==> src/rtl/sbentsrc_ctrl.sv <==
// sbentsrc_ctrl
// Controller for a free-running entropy source. It restarts the source, throws
// away a warm-up run of samples and packs the rest into OUT_WIDTH-bit words
// for a valid/ready consumer. A repetition-count health test watches every
// sample the enabled source produces and latches a sticky failure.
//
// Ports
//   i_clk         clock
//   ff_reset      asynchronous, active-high reset
//   i_start       request to (re)start generation (honoured in IDLE and FAIL)
//   i_stop        request to stop generation
//   i_rnd         entropy-source sample, synchronous to i_clk
//   o_src_en      entropy-source enable
//   o_src_reset   entropy-source reset
//   o_data        packed random word, first sample in the MSBs
//   o_valid       o_data valid
//   i_ready       consumer accepts o_data
//   o_busy        high in SRC_RST, WARMUP, COLLECT and HOLD
//   o_health_fail sticky repetition-test failure flag
module sbentsrc_ctrl #(
    parameter int RNG_WIDTH     = 4,
    parameter int OUT_WIDTH     = 32,
    parameter int WARMUP_CYCLES = 64,
    parameter int REP_LIMIT     = 8
) (
    input  logic                 i_clk,
    input  logic                 ff_reset,
    input  logic                 i_start,
    input  logic                 i_stop,
    input  logic [RNG_WIDTH-1:0] i_rnd,
    output logic                 o_src_en,
    output logic                 o_src_reset,
    output logic [OUT_WIDTH-1:0] o_data,
    output logic                 o_valid,
    input  logic                 i_ready,
    output logic                 o_busy,
    output logic                 o_health_fail
);

    localparam int N       = OUT_WIDTH / RNG_WIDTH;
    localparam int CNT_MAX = (WARMUP_CYCLES > N) ? WARMUP_CYCLES : N;
    localparam int CNT_W   = $clog2(CNT_MAX + 1);
    localparam int REP_W   = $clog2(REP_LIMIT + 1);

    typedef enum logic [2:0] {
        IDLE,
        SRC_RST,
        WARMUP,
        COLLECT,
        HOLD,
        FAIL
    } state_t;

    state_t                 state_q, state_d;
    logic [CNT_W-1:0]       cnt_q, cnt_d;
    logic [REP_W-1:0]       rep_q, rep_d;
    logic [RNG_WIDTH-1:0]   prev_q, prev_d;
    logic [OUT_WIDTH-1:0]   acc_q, acc_d;
    logic [OUT_WIDTH-1:0]   data_q, data_d;
    logic                   valid_q, valid_d;
    logic                   stopPend_q, stopPend_d;
    logic                   health_q, health_d;
    logic                   srcEn_q, srcEn_d;
    logic                   srcRst_q, srcRst_d;
    logic                   busy_q, busy_d;

    logic                   sampling;
    logic [REP_W-1:0]       repNext;
    logic                   repFail;
    logic [OUT_WIDTH-1:0]   accShift;
    logic                   stopNow;

    // Repetition test: a cleared counter (just after SRC_RST) always starts
    // a new run at 1, so the previous-sample value is irrelevant there.
    always_comb begin
        sampling = (state_q == WARMUP) || (state_q == COLLECT) || (state_q == HOLD);
        if ((rep_q == '0) || (i_rnd != prev_q)) begin
            repNext = REP_W'(1);
        end else if (rep_q == REP_W'(REP_LIMIT)) begin
            repNext = rep_q;
        end else begin
            repNext = rep_q + REP_W'(1);
        end
        repFail  = sampling && (repNext == REP_W'(REP_LIMIT));
        accShift = (acc_q << RNG_WIDTH) | OUT_WIDTH'(i_rnd);
        stopNow  = stopPend_q | i_stop;
    end

    // Next-state logic. A health failure takes priority over stop and over
    // the consumer handshake, so a failing source never delivers another word.
    always_comb begin
        state_d    = state_q;
        cnt_d      = cnt_q;
        rep_d      = rep_q;
        prev_d     = prev_q;
        acc_d      = acc_q;
        data_d     = data_q;
        valid_d    = valid_q;
        stopPend_d = stopPend_q;
        health_d   = health_q;

        if (sampling) begin
            rep_d  = repNext;
            prev_d = i_rnd;
        end

        case (state_q)
            IDLE: begin
                if (i_start && !i_stop) begin
                    state_d = SRC_RST;
                    cnt_d   = '0;
                end
            end
            SRC_RST: begin
                rep_d      = '0;
                prev_d     = '0;
                acc_d      = '0;
                stopPend_d = 1'b0;
                if (cnt_q == '0) begin
                    cnt_d = CNT_W'(1);
                end else begin
                    state_d = WARMUP;
                    cnt_d   = '0;
                end
            end
            WARMUP: begin
                if (repFail) begin
                    state_d = FAIL;
                end else if (i_stop) begin
                    state_d = IDLE;
                    cnt_d   = '0;
                end else if (cnt_q == CNT_W'(WARMUP_CYCLES - 1)) begin
                    state_d = COLLECT;
                    cnt_d   = '0;
                end else begin
                    cnt_d = cnt_q + CNT_W'(1);
                end
            end
            COLLECT: begin
                if (repFail) begin
                    state_d = FAIL;
                end else if (i_stop) begin
                    state_d = IDLE;
                    cnt_d   = '0;
                    acc_d   = '0;
                end else begin
                    acc_d = accShift;
                    if (cnt_q == CNT_W'(N - 1)) begin
                        state_d = HOLD;
                        data_d  = accShift;
                        valid_d = 1'b1;
                        cnt_d   = '0;
                    end else begin
                        cnt_d = cnt_q + CNT_W'(1);
                    end
                end
            end
            HOLD: begin
                if (repFail) begin
                    state_d = FAIL;
                end else begin
                    stopPend_d = stopNow;
                    if (i_ready) begin
                        valid_d    = 1'b0;
                        stopPend_d = 1'b0;
                        cnt_d      = '0;
                        state_d    = stopNow ? IDLE : COLLECT;
                    end
                end
            end
            FAIL: begin
                if (i_start) begin
                    state_d  = SRC_RST;
                    health_d = 1'b0;
                    cnt_d    = '0;
                end
            end
            default: state_d = IDLE;
        endcase

        if (repFail) begin
            health_d   = 1'b1;
            valid_d    = 1'b0;
            stopPend_d = 1'b0;
        end

        srcEn_d  = (state_d == WARMUP) || (state_d == COLLECT) || (state_d == HOLD);
        srcRst_d = !srcEn_d;
        busy_d   = (state_d != IDLE) && (state_d != FAIL);
    end

    // State and registered outputs; reset acts immediately, in any state.
    always_ff @(posedge i_clk or posedge ff_reset) begin
        if (ff_reset) begin
            state_q    <= IDLE;
            cnt_q      <= '0;
            rep_q      <= '0;
            prev_q     <= '0;
            acc_q      <= '0;
            data_q     <= '0;
            valid_q    <= 1'b0;
            stopPend_q <= 1'b0;
            health_q   <= 1'b0;
            srcEn_q    <= 1'b0;
            srcRst_q   <= 1'b1;
            busy_q     <= 1'b0;
        end else begin
            state_q    <= state_d;
            cnt_q      <= cnt_d;
            rep_q      <= rep_d;
            prev_q     <= prev_d;
            acc_q      <= acc_d;
            data_q     <= data_d;
            valid_q    <= valid_d;
            stopPend_q <= stopPend_d;
            health_q   <= health_d;
            srcEn_q    <= srcEn_d;
            srcRst_q   <= srcRst_d;
            busy_q     <= busy_d;
        end
    end

    assign o_src_en      = srcEn_q;
    assign o_src_reset   = srcRst_q;
    assign o_data        = data_q;
    assign o_valid       = valid_q;
    assign o_busy        = busy_q;
    assign o_health_fail = health_q;

endmodule
==> config.mk <==
export PLATFORM = sky130hd
export DESIGN_NAME = sbentsrc_ctrl
export DESIGN_NICKNAME = d
export VERILOG_FILES = /design/src/rtl/sbentsrc_ctrl.sv
export SDC_FILE = /design/constraint.sdc
export NUM_CORES = 1
export LEC_CHECK = 0
export ABC_AREA = 1
export CELL_PAD_IN_SITES_DETAIL_PLACEMENT = 0
export CELL_PAD_IN_SITES_GLOBAL_PLACEMENT = 1
export CORE_UTILIZATION = 46
export DETAILED_ROUTE_END_ITERATION = 8
export GPL_TIMING_DRIVEN = 0
export PLACE_DENSITY = 0.86
export SLEW_MARGIN = 40
export SYNTH_ARGS = -nofsm -noshare
export SYNTH_HDL_FRONTEND = slang
export SYNTH_SLANG_ARGS = --single-unit
export TNS_END_PERCENT = 50
==> constraint.sdc <==
create_clock -name i_clk -period 7.3 [get_ports i_clk]
set_input_delay 1.46 -clock i_clk [delete_from_list [all_inputs] [get_ports i_clk]]
set_output_delay 1.46 -clock i_clk [all_outputs]
set_load 0.01 [all_outputs]
==> impl_metrics.yaml <==
run_status:
  outcome: "finished clean"
yosys:
  synthMuxAreaShare: 0
  synth_top_family_by_area: "simple AND/OR/NAND/NOR gates"
  seq_area_frac_synth: 0.509
  postSynthCellCount: 469
  netlist-cell-type-count: 34
  syn_avg_cell_area_um2: 8.81
  synthesis.area_mm2: 0.00413
  synth_xor_area_frac: 0.0106
  synth_compound_gate_area_share: 0.131
  ys_ff_latch: 84
  syn-num-nets: 482
  yosys_warnings: 0
  synth-simple-area-share: 0.245
  synth_fa_ha_area_frac: 0.0121
sta:
  min_period_ns: 3.13
  tightest_slew_ns: 0.373
  slew_headroom: 0.750
  rsz0062_at_grt: "false"
  fin_tns_setup_ns: 0
  clock_skew_ns: 0.00880
  setup_viol: 0
  fmax_ghz: 0.319
  hold_viol: 0
  period_share: 0.429
  drv_slew: 0
setup_path:
  cp_max_fo: 10
  slowest_stage: "clkdlybuf4s50_1"
  worstSetupEndpointType: "flip-flop"
  crit_path_start_kind: "input port"
  reg2regPathDepth: 13
  crit_arrival_ns: 3.36
  required_ns: 7.53
  worstSetupPathType: "in -> reg"
  worstPathCellList: "clkdlybuf4s50_1 > inv_1 > nand2_1 > nand2_1 > nand3_1 > nor2_2 > nand3_4 > nor2_4 > o21ai_2 > buf_6 > buf_6 > nand3_2 > o21ai_1"
  critPathMaxStageDelay_ns: 0.52
clocking:
  cts_tree: "built"
  insertion_delay_ns: 0.35
  ctsHtreeMaxLevel: 3
  ctsResizeCount: 0
  root_buffer: "clkbuf_8"
  clk_pin_slew_worst_paths_ns: 0.09
  cts_buffer_depth: 2
  cts.sinks: 84
  post_cts_buffers: 0
  cts_made_buffers: 9
  holdBufCountCts: 0
floorplan:
  die_w_um: 96.8
  rows: 34
  fp.dieH_um: 96.8
  io_pins: 46
  coreArea_mm2: 0.00872
  floorplan.die_area_mm2: 0.00936
  start_util: 0.474
power:
  sw_frac_of_total: 0.390
  clkPwrFrac: 0.249
  p_sw_uw: 492
  power_density_mw_per_mm2: 256
  leakage_nw: 2.23
  combPwrFrac: 0.338
  p_int_uw: 769
  p_seq_frac: 0.413
  ir_drop_mv: 0.141
  power_mw: 1.26
global_routing:
  grt_pass1_vias: 3253
  grt_usage: 0.204
  grt_antenna_before_repair: 0
  grt_pass1_wl_mm: 15.6
  grt_remaining_overflow: 0
  grt_max_degree: 56
routing:
  post_drt_wl_per_cell_um: 13.7
  drc: 0
  dr.pass1.iters: 4
  wl_mm: 8.72
  final_antenna_net_count: 0
  vias: 3203
  vias_per_cell: 5.02
  drtIter0Drc: 140
finish:
  syn_to_final_growth_pct: 19.2
  nNetsFinal: 538
  layout-drive-gt1-share: 0.181
  diodes: 0
  n_fill_cell: 801
placement:
  post-dp-hpwl_mm: 6.50
  io_buffers: 44
  place_congestion: 0.929
job:
  cap_violations: 0
hold_path:
  min_path_cells: 2
  hold_path_class: "reg -> reg"
through the flow:
stage | instance area, um2 | setup WS [ns] | hold slack [ns] | std cells | util
after floorplan | 4130 | 3.68 | 0.478 | 469 | -
after global placement | 4710 | 2.35 | 0.466 | 621 | 0.540
after detailed placement | 4740 | 3.79 | 0.471 | 622 | 0.543
after CTS | 4920 | 4.18 | 0.495 | 638 | 0.565
after global routing | 4920 | 4.00 | 0.515 | 638 | 0.565
final | 4920 | 4.17 | 0.489 | 638 | 0.565
power by group through the flow:
stage	Sequential [mW]	Combinational [mW]	Clock, mW
6_report	0.521	0.426	0.314
5_1_grt	0.525	0.478	0.345
4_1_cts	0.521	0.429	0.324
3_5_place_dp	0.530	0.428	0
3_3_place_gp	0.528	0.421	0
2_1_floorplan	0.529	0.316	0
registers in the layout, indices dropped and copies added (netlist names), 3 cells and up:
signal,count
o_data,32
acc_q,28
cnt_q,7
state_q,3
prev_q,4
rep_q,4
cell type report:
type	instances	area, um2	area share
sequential	84	2100	0.427
multi-input combinational	298	1650	0.334
buffer	15	111	0.0226
clock inverter	6	47.5	0.00965
clock buffer	10	138	0.0279
timing repair buffer	45	468	0.0950
inverter	72	275	0.0559
tap	108	135	0.0274
path summary, 6_finish.rpt:
check,startpoint,to,slack [ns]
worst max-delay path,i_rnd[2],acc_q[20]$_DFFE_PP0P_,4.17
worst min-delay path,o_data[24]$_DFFE_PP0P_,o_data[24]$_DFFE_PP0P_,0.49
worst max register to register,rep_q[0]$_DFFE_PP0P_,acc_q[20]$_DFFE_PP0P_,5.18
worst min register to register,o_data[24]$_DFFE_PP0P_,o_data[24]$_DFFE_PP0P_,0.49
max in group asynchronous,ff_reset,o_data[10]$_DFFE_PP0P_,5.30
min in group asynchronous,ff_reset,o_data[2]$_DFFE_PP0P_,1.44
Yosys cell counts, drive strengths merged:
cell    number  area share
nand2      107        0.10
dfrtp       83        0.50
o21ai       79        0.11
inv         72       0.065
nand3       48       0.085
nor2        28       0.033
buf         14       0.026
nor3         9       0.012
ha           4       0.012
nand4        4      0.0061
xor2         4      0.0085
a21oi        3      0.0036
a31oi        2      0.0030
o211ai       2      0.0036
o32ai        2      0.0042
and2         1      0.0015
and3         1      0.0015
clkbuf       1     0.00091
dfstp        1      0.0064
nand3b       1      0.0018
nor3b        1      0.0018
o22ai        1      0.0015
xnor2        1      0.0021
layer usage:
| layer | wire length [um] | global-route usage | part of all wire | up-vias |
|---|---|---|---|---|
| met1 | 4150 | 0.280 | 0.48 | 1529 |
| met2 | 4210 | 0.330 | 0.48 | 41 |
| met5 | 0 | 0 | 0 | - |
| li1 | - | - | - | 1621 |
| met4 | 116 | 0.0654 | 0.013 | 0 |
| met3 | 234 | 0.0354 | 0.027 | 12 |
logic make-up after synthesis:
| logic type | after synthesis |
|---|---|
| AND/OR/NAND/NOR | 200 |
| AO/OA/AOI/OAI | 89 |
| buffers and inverters | 87 |
| flip-flops | 84 |
| XOR/XNOR | 5 |
| adder cells (fa/ha/maj) | 4 |
layout by cell type, fill, tap and decap left out, types with 2 or more instances in the layout:
master	count
nor3_1	8
nor2_2	4
o32ai_1	2
buf_6	6
clkinv_2	2
clkbuf_8	10
xor2_1	4
nand2_1	102
inv_6	2
nand4_1	4
clkinv_4	2
a31oi_1	2
a21oi_1	3
o21ai_2	21
nand3_2	20
clkdlybuf4s50_1	44
inv_1	63
o21ai_0	38
dfrtp_1	83
nand3_1	27
nor2_1	21
inv_2	8
nor2_4	3
nand2_2	4
ha_1	4
buf_2	8
o21ai_1	20
o211ai_1	2
worst max-delay path: cells and delay by family:
family	cells	cell delay [ns]
compound gates	2	0.16
buf+inv	4	0.97
simple gates	7	0.77
No activity file was read; power rests on OpenSTA's default activity.
